### src/rtl/pc_stack_unit.sv
// Program counter with linear/jump/relative-branch sequencing and a CALL/RET return-address stack.
// One-cycle registered update per en=1 instruction cycle; a sticky fault freezes all state until rst.
module pc_stack_unit #(
  parameter int ADDR_W      = 8,
  parameter int STACK_DEPTH = 4,
  parameter int RESET_ADDR  = 0,
  localparam int SP_W       = $clog2(STACK_DEPTH + 1)
) (
  input  logic              clk,
  input  logic              rst,
  input  logic              en,
  input  logic [2:0]        op,
  input  logic              cond,
  input  logic [ADDR_W-1:0] jmp_addr,
  input  logic [ADDR_W-1:0] rel_off,
  output logic [ADDR_W-1:0] pc,
  output logic [SP_W-1:0]   sp,
  output logic              stack_full,
  output logic              stack_empty,
  output logic              fault,
  output logic [1:0]        fault_code
);

  localparam int IDX_W = (STACK_DEPTH > 1) ? $clog2(STACK_DEPTH) : 1;

  localparam logic [2:0] OP_INC  = 3'b000;
  localparam logic [2:0] OP_JMP  = 3'b001;
  localparam logic [2:0] OP_BREL = 3'b010;
  localparam logic [2:0] OP_CALL = 3'b011;
  localparam logic [2:0] OP_RET  = 3'b100;

  localparam logic [1:0] FC_OVERFLOW  = 2'b01;
  localparam logic [1:0] FC_UNDERFLOW = 2'b10;
  localparam logic [1:0] FC_ILLEGAL   = 2'b11;

  logic [ADDR_W-1:0] stack_mem [STACK_DEPTH];

  logic [ADDR_W-1:0] pc_inc;
  logic [ADDR_W-1:0] pc_nxt;
  logic [SP_W-1:0]   sp_nxt;
  logic              fault_nxt;
  logic [1:0]        fault_code_nxt;
  logic              push;
  logic [IDX_W-1:0]  push_idx;
  logic [IDX_W-1:0]  pop_idx;

  assign stack_full  = (sp == SP_W'(STACK_DEPTH));
  assign stack_empty = (sp == '0);
  assign pc_inc      = pc + ADDR_W'(1);
  assign push_idx    = IDX_W'(sp);
  assign pop_idx     = IDX_W'(sp - SP_W'(1));

  // Faulting ops leave pc/sp untouched; only the first fault is latched.
  always_comb begin
    pc_nxt         = pc;
    sp_nxt         = sp;
    fault_nxt      = fault;
    fault_code_nxt = fault_code;
    push           = 1'b0;
    if (en && !fault) begin
      case (op)
        OP_INC:  pc_nxt = pc_inc;
        OP_JMP:  pc_nxt = cond ? jmp_addr : pc_inc;
        OP_BREL: pc_nxt = cond ? (pc + rel_off) : pc_inc;
        OP_CALL: begin
          if (!cond) begin
            pc_nxt = pc_inc;
          end else if (stack_full) begin
            fault_nxt      = 1'b1;
            fault_code_nxt = FC_OVERFLOW;
          end else begin
            push   = 1'b1;
            sp_nxt = sp + SP_W'(1);
            pc_nxt = jmp_addr;
          end
        end
        OP_RET: begin
          if (stack_empty) begin
            fault_nxt      = 1'b1;
            fault_code_nxt = FC_UNDERFLOW;
          end else begin
            pc_nxt = stack_mem[pop_idx];
            sp_nxt = sp - SP_W'(1);
          end
        end
        default: begin
          fault_nxt      = 1'b1;
          fault_code_nxt = FC_ILLEGAL;
        end
      endcase
    end
  end

  always_ff @(posedge clk) begin
    if (rst) begin
      pc         <= ADDR_W'(RESET_ADDR);
      sp         <= '0;
      fault      <= 1'b0;
      fault_code <= 2'b00;
    end else begin
      pc         <= pc_nxt;
      sp         <= sp_nxt;
      fault      <= fault_nxt;
      fault_code <= fault_code_nxt;
    end
  end

  // Stack contents need no reset; sp alone defines which entries are valid.
  always_ff @(posedge clk) begin
    if (!rst && push) begin
      stack_mem[push_idx] <= pc_inc;
    end
  end

`ifdef FORMAL
  logic f_init;
  always_ff @(posedge clk) begin
    if (rst) f_init <= 1'b1;
  end

  always_comb begin
    if (f_init) assert (sp <= SP_W'(STACK_DEPTH));
  end

  assert property (@(posedge clk) $past(f_init) && $past(fault) && !$past(rst) |-> fault);
  assert property (@(posedge clk) $past(f_init) && !$past(en) && !$past(rst) |-> $stable(pc));
  cover property (@(posedge clk) f_init && pc == ADDR_W'(RESET_ADDR + 10));
`endif

endmodule

### config.mk
export PLATFORM = sky130hd
export DESIGN_NAME = pc_stack_unit
export DESIGN_NICKNAME = d
export VERILOG_FILES = /design/src/rtl/pc_stack_unit.sv
export SDC_FILE = /design/constraint.sdc
export NUM_CORES = 1
export LEC_CHECK = 0
export CAP_MARGIN = 25
export CORE_MARGIN = 1.5
export CORE_UTILIZATION = 49
export DETAILED_ROUTE_END_ITERATION = 6
export PLACE_DENSITY = 0.76
export RECOVER_POWER = 100
export SLEW_MARGIN = 20
export SYNTH_ARGS = -nofsm -noshare
export SYNTH_HDL_FRONTEND = slang
export SYNTH_SLANG_ARGS = --single-unit
### constraint.sdc
create_clock -name clk -period 2.11 [get_ports clk]
set_input_delay 0.633 -clock clk [delete_from_list [all_inputs] [get_ports clk]]
set_output_delay 0.633 -clock clk [all_outputs]
set_load 0.05 [all_outputs]
[After elaboration in Yosys (flattened, before gate mapping)]
Memory sizes are Yosys's and may differ from the RTL's.
Index checks and enable logic that the tools add are counted.
Word-level totals
  flip-flop bits (word level): 14
  bits in latches: 0
  memory bits (writable): 32
  bits in read-only memories: 0
  input port bits: 23
  output and inout port bits: 16
  memories: 1
Cells by class
  add/sub/neg operators: 4
  $mul: 0
  div/mod/pow operators: 0
  order comparisons: 0
  eq/ne operators: 11
  shift-type cells: 0
  muxes and demuxes: 24
  bitwise operators: 1
  reductions and logical operators: 12
Memory list
  stack_mem: words 4, bits a word 8, rd ports 1, clocked after Yosys merged registers in 0, wr ports 1, line 36  | logic [ADDR_W-1:0] stack_mem [STACK_DEPTH];
Operators by type and width (number)
  8-bit two-way mux: 5
  8-bit one-hot mux with 5 select lines: 1
  2-bit != test (second input constant): 5
  5-bit AND reduction: 2
  1-bit two-way mux: 9
  3-bit two-way mux: 3
  8-bit by 1-bit adder with 8-bit output (second input constant): 1
  8-bit adder: 1
  3-bit by 2-bit equality test with 1-bit output (second input constant): 2
  3-bit equality test (second input constant): 2
  3-bit zero test: 2
  2-bit two-way mux: 3
  2-bit one-hot mux with 3 select lines: 1
  3-bit one-hot mux with 2 select lines: 1
  5-bit nonzero test: 1
  4-bit AND reduction: 1
  3-bit by 1-bit adder with 3-bit output (second input constant): 1
  3-bit by 1-bit equality test with 1-bit output (second input constant): 1
  3-bit != test (second input constant): 1
  1-bit one-hot mux with 3 select lines: 1
  3-bit OR reduction: 1
  3-bit by 1-bit subtractor with 3-bit output (second input constant): 1
  1-bit logical AND: 2
  1-bit zero test: 2
  2 further kinds: 2

[Logic depth before layout (Yosys ltp)]
  word-level depth: 8
  depth in mapped cells: 9
  mapped depth without buffers: 8

[Worst setup path before layout]
No wires, ideal clock.
  kind: flip-flop to flip-flop
  start: register sp[0]
  end: register pc[7]
  library setup time: 91 ps
  arrival: 2800 ps
  setup slack: -780 ps
  stages on the path, launching flop included: 9
  path buffers: 2
  path through: dfxtp_1 buf_2 inv_1 ha_1 nor2b_1 o21ai_0 and3_1 clkbuf_1 a311oi_1
Between the ends
  elaborated cells on any way between the ends: 9
RTL lines
  start, declared: line 17  | output logic [SP_W-1:0] sp,
  start signal, assigned: line 102  | sp <= sp_nxt;
  3-bit zero test: line 48  | assign stack_empty = (sp == '0);
  via stack_empty: line 19  | output logic stack_empty,
  2-bit != test (no line)
  4-bit AND reduction (no line)
  end signal, assigned: line 96  | pc <= ADDR_W'(RESET_ADDR);
  end signal, assigned: line 101  | pc <= pc_nxt;
  end, declared: line 16  | output logic [ADDR_W-1:0] pc,
The timed path passes the listed nets, and every way through them passes these cells. The select of a mux whose other input is x is not followed.
A chain may end at the register's enable or synchronous reset.

[Worst setup path in the final report]
  start: input en
  end: memory stack_mem[0][1] (enable)
Between the ends
  longest elaborated chain between the ends: 5
Ends and longest elaborated chain
  start, declared: line 11  | input logic en,
  1-bit logical AND: line 60  | if (en && !fault) begin
  1-bit two-way mux: line 60
  1-bit logical AND: line 110  | if (!rst && push) begin
  1-bit two-way mux: line 110
  1-bit two-way mux (not written as such): line 111  | stack_mem[push_idx] <= pc_inc;
  end, declared: line 36
Every way passes these cells.

==> results.rst <==
.. list-table::
   :header-rows: 1

   * - Metric
     - Value
   * - Area added between synthesis and finish
     - 35.99%
   * - Library cells used by synthesis
     - 53
   * - Clock Skews
     - 0.008246 ns
   * - Die area
     - 5702 µm²
   * - Post-synth top area cell
     - sky130_fd_sc_hd__edfxtp_1
   * - Wire per inst
     - 16.40 µm
   * - Met2 Routed Length
     - 3.038 mm
   * - Top-level port count
     - 39
   * - CTS H-tree depth
     - 2
   * - Leakage power figure
     - 0.001332 µW
   * - M1 wire length
     - 2.634 mm
   * - Count of final hold-check violations
     - 0
   * - Slew @ Worst Pin
     - 0.6108 ns
   * - Via density per instance
     - 5.699
   * - Remaining antenna violation count after routing
     - 0
   * - Max-slew violations
     - 0
   * - Worst min-delay path startpoint
     - fault_code[1]
   * - Final critical-path required period
     - 2.055 ns
   * - Core area
     - 5075 µm²
   * - Most numerous cell in the Yosys netlist
     - sky130_fd_sc_hd__edfxtp_1
   * - Commonest register cell after synthesis
     - sky130_fd_sc_hd__edfxtp_1
   * - Wire length of the first global-routing pass
     - 9.446 mm
   * - Net count of the mapped netlist
     - 266
   * - Remaining global-route overflow
     - 0
   * - DRC Markers
     - 0
   * - Clock transition time at the flip-flop clock pins of the worst setup and hold paths
     - 0.08 ns
   * - Uppermost layer routed
     - met4
   * - Slew Limit Headroom
     - 59.45%
   * - Data required time of the worst path
     - 2.10 ns
   * - Initial core utilization
     - 50.76%
   * - Register bit total from synthesis
     - 46
   * - Power per cell area
     - 606.8 nW/µm²
   * - Gp weighted congestion
     - 0.8305
   * - Element type at the critical path start
     - input pin
   * - Arrival time at the worst endpoint
     - 2.04 ns
   * - Setup Crit Path Kind
     - in -> reg
   * - Post-Synthesis Cell Area
     - 2576 µm²
   * - Fraction of final layout cells with drive strength greater than 1
     - 31.05%
   * - Total CTS buffers
     - 5
   * - Instance count along the most critical hold path
     - 2
   * - Reg2reg path depth
     - 6
   * - Reg-to-reg setup timing slack
     - 0.14 ns
   * - Vertical extent of the die
     - 75.51 µm
   * - Area occupied by multi-input gates
     - 1421 µm²
   * - Capturing point of the worst reg2reg path
     - pc[7]
   * - IO buf count
     - 38
   * - Gate Count Post-Synth
     - 229
   * - Root buf cell
     - sky130_fd_sc_hd__clkbuf_8
   * - Synthesis Warnings
     - 0
   * - Ranking of synthesized cells by area
     - sky130_fd_sc_hd__edfxtp_1 37%, sky130_fd_sc_hd__dfxtp_1 11%, sky130_fd_sc_hd__mux4_2 7.0%
   * - Top cells by count, synth
     - 32 x sky130_fd_sc_hd__edfxtp_1, 18 x sky130_fd_sc_hd__nor2_1, 14 x sky130_fd_sc_hd__dfxtp_1
   * - Class of the most critical hold timing path
     - reg -> reg
   * - Maximum buffer depth of the clock tree
     - 2
   * - Antenna fix cells
     - 0
   * - Violation count after the first detailed-routing iteration
     - 180
   * - Number of sinks handled by clock tree synthesis
     - 46
   * - Maximum net fanout on the critical path
     - 8
   * - Number of global-route vias before repair
     - 2014
   * - Hpwl dp
     - 4.525 mm
   * - Global router's overall resource usage
     - 22.34%
   * - Utilization after layout
     - 69.03%
   * - Sequential standard cell area
     - 1246 µm²
   * - Die Width
     - 75.51 µm
   * - Unrepaired setup endpoints after global routing
     - true
   * - Post-layout instance area
     - 3503 µm²
   * - Top achievable clock speed
     - 0.4867 GHz
   * - EDFF count, synth
     - 32
   * - Post-place instance area
     - 3321 µm²
   * - Final nets
     - 342
   * - Setup Viol. Count Final
     - 0
   * - Share of the yosys chip area belonging to registers
     - 48.18%
   * - Worst vdd ir
     - 380.8 µV
   * - FFs w/ async S/R, synth
     - 0%
   * - Final wirelength
     - 6.166 mm
   * - Site row count
     - 26
   * - Mapped Avg Cell Area
     - 11.25 µm²
   * - End point of the worst hold path
     - fault_code[1]
   * - TritonCTS clock tree
     - yes
   * - Total of hold buffers inserted after clock tree synthesis
     - 0
   * - Critical register-to-register path startpoint
     - sp[0]
   * - Skew-Pair Late Insertion Delay
     - 0.30 ns
   * - Filler cells
     - 429
   * - Type of element capturing the critical path
     - register
   * - Antenna violations before repair
     - 0
   * - Maximum Capacitance Violations
     - 0
   * - Length of routed met3 wiring
     - 363 µm
   * - Final worst path period share
     - 97.37%
   * - Detailed-route via count
     - 2143
   * - Maximum number of pins on one net before global-route repair
     - 15
   * - Status
     - finished clean
   * - First-pass detailed-route iteration total
     - 4
   * - Portion of synthesized cell area occupied by the leading cell type
     - 37.30%
## worst max-delay path, stage by stage
cell	delay, ns
sky130_fd_sc_hd__clkdlybuf4s50_1	0.44
sky130_fd_sc_hd__nor2b_1	0.22
sky130_fd_sc_hd__nand3b_1	0.11
sky130_fd_sc_hd__nor3_1	0.28
sky130_fd_sc_hd__and2_2	0.35
## registers in the layout, indices dropped and copies added, names as in the netlist
signal,count
stack_mem,32
pc,8
sp,3
fault_code,2
fault,1
## repair_timing
action,in CTS,in global routing
gates resized for setup,16,20
endpoints found under the setup margin,41,33
buffers inserted,0,1
pin swaps,15,8
## cells in the final DEF (no fill, tap or decap), types with 3 or more instances in the layout
cell                              count
sky130_fd_sc_hd__nor2_1              18
sky130_fd_sc_hd__mux4_2               8
sky130_fd_sc_hd__and2_2               5
sky130_fd_sc_hd__ha_1                 8
sky130_fd_sc_hd__clkbuf_8             5
sky130_fd_sc_hd__a211oi_1             5
sky130_fd_sc_hd__xnor2_1              8
sky130_fd_sc_hd__xor2_1               5
sky130_fd_sc_hd__edfxtp_1            32
sky130_fd_sc_hd__nor3_1               3
sky130_fd_sc_hd__nand2b_1             4
sky130_fd_sc_hd__a21oi_1             10
sky130_fd_sc_hd__inv_1                6
sky130_fd_sc_hd__dlygate4sd2_1        5
sky130_fd_sc_hd__clkdlybuf4s50_1     15
sky130_fd_sc_hd__clkbuf_2             4
sky130_fd_sc_hd__ha_4                 4
sky130_fd_sc_hd__nand3b_1             3
sky130_fd_sc_hd__buf_4               42
sky130_fd_sc_hd__o21ai_0              9
sky130_fd_sc_hd__clkbuf_1            10
sky130_fd_sc_hd__nand3_1              4
sky130_fd_sc_hd__dfxtp_1             12
sky130_fd_sc_hd__nand2_1             13
sky130_fd_sc_hd__and2_1               3
## area by class of cell
class | instances | share of cell area [%]
Clock buffer | 6 | 2.071
Clock inverter | 2 | 0.3929
Inverter | 8 | 0.9643
Multi-Input combinational cell | 165 | 40.57
Sequential cell | 46 | 35.57
Tap cell | 70 | 2.500
Timing Repair Buffer | 79 | 17.93
## metal layers
layer	track usage, %	vias up
met5	0	-
li1	-	1025
met3	3.571	13
met2	38.79	77
met1	28.73	1028
met4	6.944	0
## how the worst max path moves through the flow
stage                    start  cells past startpoint               to  slack [ns]
finish                      en                      5  stack_mem[0][1]        0.06
CTS                 rel_off[2]                      8            pc[5]       0.002
floorplan                op[0]                      6            sp[2]       -0.02
global route                en                      5  stack_mem[2][3]       -0.02
global placement    rel_off[0]                      9            pc[6]       -0.47
detailed placement  rel_off[0]                      9            pc[6]       -0.54
## kinds of logic (layout without fill, tap and decap cells)
logic type	count (synthesis)	count (layout)	share of synthesized area, %
DFF	46	46	48.18
and+or+nand+nor	70	70	14.23
buffers and inverters	18	95	2.719
xor gates and xnor gates	13	13	4.420
muxes	11	11	8.208
adders and majority gates	14	14	7.091
AOI/OAI and AO/OA	57	57	15.15
## power breakdown
group	internal [µW]	leakage (µW)	switching, µW	total [µW]
registers	991	0.000401	25.3	1020
logic	262	0.000886	312	574
clock network	234	0.0000452	302	536
total	1490	0.00133	639	2130
## stage by stage
stage	instances	power, µW	hold slack, ns	setup TNS [ns]	setup WS, ns
after global routing	376	2204	0.5536	-0.3833	-0.02405
after floorplan	229	1349	0.5997	-0.3045	-0.02082
after CTS	376	2107	0.5222	0	0.001616
after global placement	368	1567	0.4826	-14.25	-0.4715
final	376	2126	0.5151	0	0.05545
after detailed placement	368	1577	0.4939	-15.72	-0.5376
No activity file was read; power rests on OpenSTA's default activity.
